==> src/rtl/fpcvt_pkg.sv <==
// rtl/fpcvt_pkg.sv - shared types and constants for the fixed-to-float converter
package fpcvt_pkg;

    typedef enum logic [1:0] {
        IDLE  = 2'd0,
        NORM  = 2'd1,
        ROUND = 2'd2,
        DONE  = 2'd3
    } state_e;

    localparam int DATA_W = 12;
    localparam int EXP_W  = 3;
    localparam int SIG_W  = 4;

    localparam logic [DATA_W-1:0] MAG_MAX = 12'h7FF;
    localparam logic [EXP_W-1:0]  E_MAX   = 3'd7;
    localparam logic [SIG_W-1:0]  F_MAX   = 4'hF;
    localparam logic [SIG_W-1:0]  F_ROLL  = 4'h8;

endpackage

==> src/rtl/rr_arbiter.sv <==
// rtl/rr_arbiter.sv - combinational round-robin grant with a registered priority pointer
module rr_arbiter #(
    parameter int NUM_REQ = 2,
    parameter int ID_W    = 1
) (
    input  logic               clk,
    input  logic               rst_n,
    input  logic [NUM_REQ-1:0] req_i,
    input  logic               advance_i,
    output logic [NUM_REQ-1:0] grant_o,
    output logic [ID_W-1:0]    grant_idx_o,
    output logic               any_o
);

    logic [ID_W-1:0] ptr_q, ptr_d;
    logic [ID_W-1:0] idx_w;

    // Scan from the pointer upward, wrapping, and take the first active request.
    always_comb begin
        grant_o     = '0;
        grant_idx_o = '0;
        any_o       = 1'b0;
        idx_w       = '0;
        for (int off = 0; off < NUM_REQ; off++) begin
            idx_w = ID_W'((int'(ptr_q) + off) % NUM_REQ);
            if (!any_o && req_i[idx_w]) begin
                any_o       = 1'b1;
                grant_idx_o = idx_w;
            end
        end
        grant_o[grant_idx_o] = any_o;
    end

    always_comb begin
        ptr_d = ptr_q;
        if (advance_i) begin
            ptr_d = (int'(grant_idx_o) == NUM_REQ - 1) ? '0 : grant_idx_o + 1'b1;
        end
    end

    always_ff @(posedge clk) begin
        if (!rst_n) begin
            ptr_q <= '0;
        end else begin
            ptr_q <= ptr_d;
        end
    end

endmodule

==> src/rtl/fpcvt_rr_sequencer.sv <==
// rtl/fpcvt_rr_sequencer.sv - round-robin shared iterative 12-bit fixed to 3/4 float converter
module fpcvt_rr_sequencer
    import fpcvt_pkg::*;
#(
    parameter int NUM_REQ = 2,
    parameter int ID_W    = 1
) (
    input  logic                      clk,
    input  logic                      rst_n,
    input  logic [NUM_REQ-1:0]        req_valid,
    input  logic [DATA_W*NUM_REQ-1:0] req_data,
    output logic [NUM_REQ-1:0]        req_ready,
    output logic                      out_valid,
    input  logic                      out_ready,
    output logic [ID_W-1:0]           out_id,
    output logic                      out_sign,
    output logic [EXP_W-1:0]          out_exp,
    output logic [SIG_W-1:0]          out_sig,
    output logic                      busy
);

    state_e state_q, state_d;

    logic [NUM_REQ-1:0] grant;
    logic [ID_W-1:0]    grant_idx;
    logic               grant_any;
    logic               accept;
    logic [DATA_W-1:0]  sel_data;
    logic [DATA_W-2:0]  mag;
    logic [SIG_W-1:0]   rnd_f;
    logic [EXP_W-1:0]   rnd_e;

    logic [DATA_W-2:0] s_q, s_d;
    logic [EXP_W-1:0]  e_q, e_d;
    logic [ID_W-1:0]   id_q, id_d;
    logic              sign_q, sign_d;
    logic              out_valid_q, out_valid_d;
    logic [ID_W-1:0]   out_id_q, out_id_d;
    logic              out_sign_q, out_sign_d;
    logic [EXP_W-1:0]  out_exp_q, out_exp_d;
    logic [SIG_W-1:0]  out_sig_q, out_sig_d;

    rr_arbiter #(
        .NUM_REQ (NUM_REQ),
        .ID_W    (ID_W)
    ) u_arb (
        .clk         (clk),
        .rst_n       (rst_n),
        .req_i       (req_valid),
        .advance_i   (accept),
        .grant_o     (grant),
        .grant_idx_o (grant_idx),
        .any_o       (grant_any)
    );

    always_ff @(posedge clk) begin
        if (!rst_n) begin
            state_q <= IDLE;
        end else begin
            state_q <= state_d;
        end
    end

    always_comb begin
        state_d = state_q;
        case (state_q)
            IDLE:    if (grant_any) state_d = NORM;
            NORM:    if (s_q[DATA_W-2] || e_q == '0) state_d = ROUND;
            ROUND:   state_d = DONE;
            DONE:    if (out_ready) state_d = IDLE;
            default: state_d = IDLE;
        endcase
    end

    always_comb begin
        accept    = (state_q == IDLE) && grant_any;
        req_ready = (state_q == IDLE) ? grant : '0;
        busy      = (state_q != IDLE);
    end

    // -32768-style minimum (12'h800) has no positive twin, so it clamps to the largest magnitude.
    always_comb begin
        sel_data = req_data[DATA_W*grant_idx +: DATA_W];
        if (sel_data == {1'b1, {(DATA_W-1){1'b0}}}) begin
            mag = MAG_MAX[DATA_W-2:0];
        end else if (sel_data[DATA_W-1]) begin
            mag = ~sel_data[DATA_W-2:0] + 1'b1;
        end else begin
            mag = sel_data[DATA_W-2:0];
        end
    end

    always_comb begin
        rnd_f = s_q[DATA_W-2 -: SIG_W];
        rnd_e = e_q;
        if (s_q[DATA_W-2-SIG_W]) begin
            if (rnd_f != F_MAX) begin
                rnd_f = rnd_f + 1'b1;
            end else if (e_q != E_MAX) begin
                rnd_f = F_ROLL;
                rnd_e = e_q + 1'b1;
            end
        end
    end

    always_comb begin
        s_d         = s_q;
        e_d         = e_q;
        id_d        = id_q;
        sign_d      = sign_q;
        out_valid_d = out_valid_q;
        out_id_d    = out_id_q;
        out_sign_d  = out_sign_q;
        out_exp_d   = out_exp_q;
        out_sig_d   = out_sig_q;
        case (state_q)
            IDLE: begin
                if (accept) begin
                    id_d   = grant_idx;
                    sign_d = sel_data[DATA_W-1];
                    s_d    = mag;
                    e_d    = E_MAX;
                end
            end
            NORM: begin
                if (!s_q[DATA_W-2] && e_q != '0) begin
                    s_d = s_q << 1;
                    e_d = e_q - 1'b1;
                end
            end
            ROUND: begin
                out_valid_d = 1'b1;
                out_id_d    = id_q;
                out_sign_d  = sign_q;
                out_exp_d   = rnd_e;
                out_sig_d   = rnd_f;
            end
            DONE: begin
                if (out_ready) out_valid_d = 1'b0;
            end
            default: ;
        endcase
    end

    always_ff @(posedge clk) begin
        if (!rst_n) begin
            s_q         <= '0;
            e_q         <= '0;
            id_q        <= '0;
            sign_q      <= 1'b0;
            out_valid_q <= 1'b0;
            out_id_q    <= '0;
            out_sign_q  <= 1'b0;
            out_exp_q   <= '0;
            out_sig_q   <= '0;
        end else begin
            s_q         <= s_d;
            e_q         <= e_d;
            id_q        <= id_d;
            sign_q      <= sign_d;
            out_valid_q <= out_valid_d;
            out_id_q    <= out_id_d;
            out_sign_q  <= out_sign_d;
            out_exp_q   <= out_exp_d;
            out_sig_q   <= out_sig_d;
        end
    end

    assign out_valid = out_valid_q;
    assign out_id    = out_id_q;
    assign out_sign  = out_sign_q;
    assign out_exp   = out_exp_q;
    assign out_sig   = out_sig_q;

endmodule

==> config.mk <==
export PLATFORM = sky130hd
export DESIGN_NAME = fpcvt_rr_sequencer
export DESIGN_NICKNAME = d
export VERILOG_FILES = /design/src/rtl/fpcvt_pkg.sv /design/src/rtl/rr_arbiter.sv /design/src/rtl/fpcvt_rr_sequencer.sv
export SDC_FILE = /design/constraint.sdc
export NUM_CORES = 1
export LEC_CHECK = 0
export CELL_PAD_IN_SITES_DETAIL_PLACEMENT = 0
export CELL_PAD_IN_SITES_GLOBAL_PLACEMENT = 1
export CORE_MARGIN = 10
export CORE_UTILIZATION = 34
export CTS_CLUSTER_DIAMETER = 50
export DETAILED_ROUTE_END_ITERATION = 8
export PLACE_DENSITY_LB_ADDON = 0.2
export SYNTH_ARGS = -nofsm -noshare
export SYNTH_HDL_FRONTEND = slang
export SYNTH_SLANG_ARGS = --single-unit
==> constraint.sdc <==
create_clock -name clk -period 2.25 [get_ports clk]
set_input_delay 0.45 -clock clk [delete_from_list [all_inputs] [get_ports clk]]
set_output_delay 0.45 -clock clk [all_outputs]
set_load 0.02 [all_outputs]
======== Yosys cells after proc, flatten, opt, wreduce, memory -nomap -nowiden ========
Cells that the tools add are included.
storage, ports and cells
  bits in latches ......................... 0
  logic and storage cells ................. 85
  register bits ........................... 29
  memories kept ........................... 0
  bits in writable memories ............... 0
  input bits .............................. 29
  output and inout port bits .............. 13
  memory bits (read-only) ................. 0
cells by class
  divide/modulo/power cells ............... 0
  reductions and logical operators ........ 17
  equal/unequal tests ..................... 11
  order comparisons ....................... 4
  shifts and indexed selects .............. 1
  bitwise logic cells ..................... 2
  mux-type cells .......................... 32
  $add $sub $neg .......................... 6
  $mul .................................... 1
operator list
  cell                   count
  $mux 11                4
  $shiftx 24x6->12       1
  $pmux 11 s2            1
  $mux 3                 5
  $eq 12x12->1 const B   1
  $mux 4                 3
  $add 11x1->11 const B  1
  $mux 1                 11
  $not 11->11            1
  $ne 2x2->1 const B     5
  $mux 2                 4
  $pmux 2 s4             1
  $lt 1x2->1 const B     3
  $pmux 3 s2             1
  $reduce_and 3->1       2
  $reduce_bool 2->1      3
  $add 4x1->4 const B    1
  $eq 2x2->1 const B     2
  $logic_and 1x1->1      4
  $ne 4x4->1 const B     1
  $reduce_and 2->1       2
  $add 3x1->3 const B    1
  $logic_not 3->1        1
  $mul 2x1->3 const A    1
  12 further kinds       14

======== Depth between registers and ports, before layout ========
  depth after elaboration ................. 14
  gate-level depth with buffers ........... 11

======== Hierarchy ========
From an unflattened synthesis, not the netlist that was laid out.
unflattened totals
  cells, all modules ...................... 255
  area total of the unflattened synthesis .. 2069.5 um2
modules (own cells, without submodules)
  module              cells an instance  sequential area each (um2)  area each (um2)  times used
  fpcvt_rr_sequencer  247                560.5                       1995.7           1
  rr_arbiter          8                  20.0                        73.8             1

======== Worst setup path after synthesis ========
OpenSTA, ideal clock, no wires.
  kind .................................... input-to-reg
  start ................................... input req_valid[0]
  end ..................................... register s_q[7]
  arrival time ............................ 2344 ps
  stages .................................. 11
  library setup time ...................... 70 ps
  required time ........................... 2180 ps
  slack ................................... -165 ps
  cells stage by stage .................... nand2b_1 buf_6 nand2_4 buf_4 mux2i_1 ha_1 nand2_1 o32a_1 o21ai_2 o221ai_1 a21oi_1
between the ends
  longest elaborated chain between the ends .. 14
  elaborated cells on any way between the ends .. 22
ends and longest elaborated chain
  item                                       line                       text
  start: declaration                         fpcvt_rr_sequencer.sv:10   input logic [NUM_REQ-1:0] req_valid,
  $mux 1 (implied by the code) (2 in a row)  rr_arbiter.sv:26           if (!any_o && req_i[idx_w]) begin
  $mux 1                                     rr_arbiter.sv:26
  $logic_not 1->1                            rr_arbiter.sv:26
  $logic_and 1x1->1                          rr_arbiter.sv:26
  $mux 1                                     rr_arbiter.sv:26
  $mul 2x1->3                                fpcvt_rr_sequencer.sv:83   sel_data = req_data[DATA_W*grant_idx +: DATA_W];
  $shiftx 24x6->12                           fpcvt_rr_sequencer.sv:83
  $not 11->11                                fpcvt_rr_sequencer.sv:87   mag = ~sel_data[DATA_W-2:0] + 1'b1;
  $add 11x1->11                              fpcvt_rr_sequencer.sv:87
  $mux 11                                    fpcvt_rr_sequencer.sv:86   end else if (sel_data[DATA_W-1]) begin
  $mux 11                                    fpcvt_rr_sequencer.sv:84   if (sel_data == {1'b1, {(DATA_W-1){1'b0}}}) begin
  $mux 11                                    fpcvt_rr_sequencer.sv:118  if (accept) begin
  $pmux 11 s2                                fpcvt_rr_sequencer.sv:116  case (state_q)
  end signal: assignment                     fpcvt_rr_sequencer.sv:147  s_q <= '0;
  end signal: assignment                     fpcvt_rr_sequencer.sv:157  s_q <= s_d;
  end: declaration                           fpcvt_rr_sequencer.sv:33   logic [DATA_W-2:0] s_q, s_d;
Several ways; a longest one is shown, not always the timed one. The select of a mux whose other input is x is not followed.
A chain may end at the register's enable or synchronous reset.

======== Worst setup path after layout ========
  start ................................... register u_arb.ptr_q
  end ..................................... register s_q[4]
between the ends
  longest elaborated chain between the ends .. 14
  elaborated cells on any way between the ends .. 23
ends and longest elaborated chain
  item                                       line                       text
  start: declaration                         rr_arbiter.sv:15           logic [ID_W-1:0] ptr_q, ptr_d;
  start signal: assignment                   rr_arbiter.sv:45           ptr_q <= ptr_d;
  $mux 1 (implied by the code) (2 in a row)  rr_arbiter.sv:26
  $mux 1                                     rr_arbiter.sv:26
  $logic_not 1->1                            rr_arbiter.sv:26
  $logic_and 1x1->1                          rr_arbiter.sv:26
  $mux 1                                     rr_arbiter.sv:26
  $mul 2x1->3                                fpcvt_rr_sequencer.sv:83
  $shiftx 24x6->12                           fpcvt_rr_sequencer.sv:83
  $not 11->11                                fpcvt_rr_sequencer.sv:87
  $add 11x1->11                              fpcvt_rr_sequencer.sv:87
  $mux 11                                    fpcvt_rr_sequencer.sv:86
  $mux 11                                    fpcvt_rr_sequencer.sv:84
  $mux 11                                    fpcvt_rr_sequencer.sv:118
  $pmux 11 s2                                fpcvt_rr_sequencer.sv:116
Several ways; a longest one is shown, not always the timed one. The select of a mux whose other input is x is not followed.

==> results.txt <==
The number of max-slew violations in the final report came out at 0. The horizontal extent of the die came out at a little under 100 um. The first-pass detailed-route iteration total came out at 4. In this run the number of H-tree levels came out at 2.

The total length of routed met2 wires is between 2 and 3 mm. The synthesis warning total came out at 0. Across all hold checks on the routed design, the worst slack comes to between 400 and 500 ps.

The worst hold path class is reg2reg. The run finished, with violations left. The relative contribution of the clock network to total power is between 10% and 20%. Entering global routing, the biggest net connects 23 pins. The multi-input gate area in the final layout came out at around 1400 um2. The proportion of register bits with asynchronous set or reset after synthesis came out at 0%. Setup repair after global routing could not meet its margin everywhere. Of the total synthesized cell area, the portion taken by AND, OR, NAND and NOR gates is 22.2%. Clock skew on the completed layout was measured at between 3 and 4 ps. Global routing finished with a remaining overflow of 0. The number of antenna violations at the first check in global routing is 0. Among all flip-flop cells after synthesis, the most frequent one is dfxtp_1. STA puts the critical path data arrival time at 2480 ps. The arithmetic-cell share of the synthesized area counting full adders, half adders and majority gates came out at under 10%. The number of nets in the layout came out at 381. The combinational fraction of design power came out at between 50% and 60%. Global routing used between 10% and 20% of the available tracks. The mean post-synth cell area is 8.07 um2. The number of cells in the design after placement came out at 400. The worst max-slew margin expressed relative to the limit came out at 50.1%.

Relative to the synthesized area, the layout overhead comes to 54.2%. The mapped netlist covers just under 2000 um2. The post-route cell area came out at around 3000 um2.

The number of diodes added for antenna fixing is 0. The power per standard cell area is ~980 nW/um2. The share of the synthesized netlist area taken by xor and xnor gates is 3.54%. The via count of the first global-routing pass is ~2100.

The count of vias placed by the detailed router came out at ~2200. Summed over all failing endpoints, the final setup total negative slack is -50.1 ps. Once the floorplan was initialized, standard cells occupied 35.5% of the core. Summed over all nets, wire length on met3 after detailed routing comes to between 200 and 300 um. The power share of the sequential group is 29.2%. The number of instances in the synthesized netlist is about 250. The final clock period utilization by the worst path came out at 101%. The count of distinct cell types in the synthesized netlist is 55. The critical path is of the reg2reg type. The floorplan step defined a die boundary enclosing around 9000 um2.

The setup slack after layout came out at -30.0 ps. The share of post-route cells with drive strength above 1 is around a quarter. The number of placement rows came out at 27. The number of sinks on the clock net came out at 29. The met1 wire length came out at just over 3 mm. The worst-skew pair later-pin latency is about 280 ps. The internal portion of the total power is 1.72 mW. Across the run, the number of max-cap violations was 0. The number of setup violations in the final report is 4. The core region is between 5000 and 6000 um2. The startpoint type of the worst setup path is a register. The highest metal layer used by the detailed router is met4. The overall routed net length came out at between 6 and 7 mm.

In this run the tool buffered the top-level ports with 41 buffer cells. The register cell area after layout is 582 um2. The detailed-route vias per instance came out at 5.18.

The maximum clock path buffer count is 2. Clock-pin slew was measured on the worst setup and hold paths at 60 ps. The sequential share of the synthesized area came out at between 20% and 30%. The die outline height came out at a little under 100 um. The net switching fraction of the power is 42.6%. The post-synthesis net count is about 280. The final critical-path required period came out at 2280 ps. The largest fanout of any net on the critical path is 6.

The root buffer cell is clkbuf_8. The flip-flop and latch count after synthesis came out at 29. The total of hold buffers inserted after clock tree synthesis is 0. By area, the combinational part of the netlist is dominated by compound AO/OA/AOI/OAI gates. TritonCTS built the clock tree. In this run the power spent charging and discharging nets is ~1.3 mW. The total power is 3.00 mW. The mux cell area share after synthesis is 8.48%.

The first global-routing pass estimated about 10 mm of wire. The achievable clock frequency came out at about 440 MHz. The cell area after placement is between 2000 and 3000 um2. The count of nets left with antenna violations once routing finished came out at 0.

The final HPWL from detailed placement came out at around 5 mm. The checks that failed: negative setup slack. The worst ir drop on vdd is about 0.55 mV. The number of synthesized flops with an enable pin came out at 0.

The initial DRC count is 120. The hold violation total from the final report came out at 0. The number of DRC violations after detailed routing is 0. The number of buffers created by CTS came out at 5. The average routed wire per standard cell is about 15 um. After the flow finishes, the layout carries non-filler instances totaling 416. The synthesized netlist devotes roughly 26% of its cell area to compound gates. The worst setup path is captured at a register. The worst endpoint required time is about 2500 ps. For the pin with the worst max-slew slack, the measured transition is 748 ps.

The routability congestion estimate from global placement came out at 0.929. The total of fill cells in the finished design came out at 530. between 40 and 50 I/O pins were placed.

The static leakage is roughly 1.2 nW.
-- power by group through the flow --
stage	Sequential [mW]	Clock, mW	Combinational (mW)
final	0.877	0.413	1.71
after floorplan	0.865	0	0.989
after CTS	0.873	0.421	1.69
after global placement	0.870	0	1.54
after detailed placement	0.874	0	1.56
after global routing	0.901	0.446	1.90
-- metal layers --
metal | vias up | GRT usage [%]
met5 | - | 0
met2 | 37 | 23.0
li1 | 1117 | -
met1 | 988 | 18.2
met4 | 0 | 3.32
met3 | 11 | 3.11
-- worst paths after layout --
path | start | to | slack, ps | cells after the start
worst max-delay path | u_arb.ptr_q | s_q[4] | -30 | 10
worst min-delay path | s_q[5] | s_q[5] | 460 | 2
worst max register to register | u_arb.ptr_q | s_q[4] | -30 | 10
worst min register to register | s_q[5] | s_q[5] | 460 | 2
-- critical path, cell delays in order, from the launching register on --
cell and delay (ps):
dfxtp_2 330, and2b_4 190, nor2_4 100, mux2i_2 250
ha_2 260, nand2_2 80, o32a_1 420, o21ai_4 200
buf_6 140, o221ai_2 90, a21oi_1 130
-- cell usage after synthesis (2+ instances only) --
| library cell | number | area share (%) |
|---|---|---|
| nor3_1 | 10 | 2.5 |
| ha_1 | 9 | 5.7 |
| o211ai_1 | 4 | 1.5 |
| o31ai_1 | 5 | 1.9 |
| xor2_1 | 3 | 1.3 |
| mux2_1 | 2 | 1.1 |
| dfxtp_1 | 29 | 29 |
| o21ai_1 | 4 | 1.0 |
| xnor2_1 | 5 | 2.2 |
| nand4_1 | 2 | 0.63 |
| a21oi_1 | 20 | 5.1 |
| a31oi_1 | 3 | 0.95 |
| and2_1 | 2 | 0.63 |
| o21ai_2 | 2 | 0.89 |
| o221ai_1 | 5 | 2.2 |
| and3_1 | 3 | 0.95 |
| a211oi_1 | 8 | 3.0 |
| nor3b_1 | 3 | 1.1 |
| nor2_1 | 26 | 4.9 |
| inv_1 | 9 | 1.7 |
| or4_1 | 2 | 0.76 |
| or3_1 | 2 | 0.63 |
| a311oi_1 | 2 | 0.89 |
| nand3_1 | 5 | 1.3 |
| o21ai_0 | 7 | 1.8 |
| nor2b_1 | 4 | 1.3 |
| nand2_1 | 15 | 2.8 |
| mux2i_1 | 13 | 6.6 |
| a221oi_1 | 2 | 0.89 |
| nor4_1 | 5 | 1.6 |
| o22ai_1 | 2 | 0.63 |
| clkbuf_1 | 9 | 1.7 |
-- area by class of cell --
cell class,count,area share [%]
Clock buffer,8,2.63
Inverter,10,1.23
Multi-Input combinational cell,194,45.3
Sequential cell,29,19.1
Tap cell,72,2.95
Timing Repair Buffer,103,28.8
-- repair_timing --
| item | in CTS | in global routing |
|---|---|---|
| resized for setup | 22 | 4 |
| pin swaps | 3 | 7 |
| buffers inserted | 6 | 2 |
| setup endpoints to repair | 13 | 13 |
-- through the flow --
stage,util [%],setup slack [ps]
detailed placement,50.9,-791
global placement,50.9,-688
global route,54.7,-190
floorplan,-,-47.0
finish,54.7,-30.0
CTS,54.3,7.55
-- cells in the final DEF, fill, tap and decap left out, types with 4 or more instances in the layout --
cell type        instances
inv_1                    9
xnor2_1                  5
nor2b_1                  4
o211ai_1                 4
mux2i_1                 11
nand2_1                 14
dfxtp_1                 28
a211oi_1                 8
buf_4                   60
nand3_1                  5
o221ai_2                 5
a21oi_1                 20
clkdlybuf4s50_1         36
o31ai_1                  5
nor3_1                  10
o21ai_1                  4
nor2_1                  25
o21ai_0                  7
clkbuf_8                 5
ha_1                     7
nor4_1                   4
-- state kept, by name, indices dropped and copies added (netlist names) --
signal,flops
out_valid,1
out_sig,4
e_q,3
state_q,2
u_arb.ptr_q,1
out_sign,1
s_q,11
out_id,1
out_exp,3
sign_q,1
id_q,1
-- logic make-up (layout without fill, tap and decap cells) --
family,count (synthesis),in the layout
compound gates,75,75
xor+xnor,8,8
fa+ha+maj,9,9
buf+inv,22,121
flops,29,29
mux,16,16
simple gates,86,86
No activity file was read; power rests on OpenSTA's default activity.
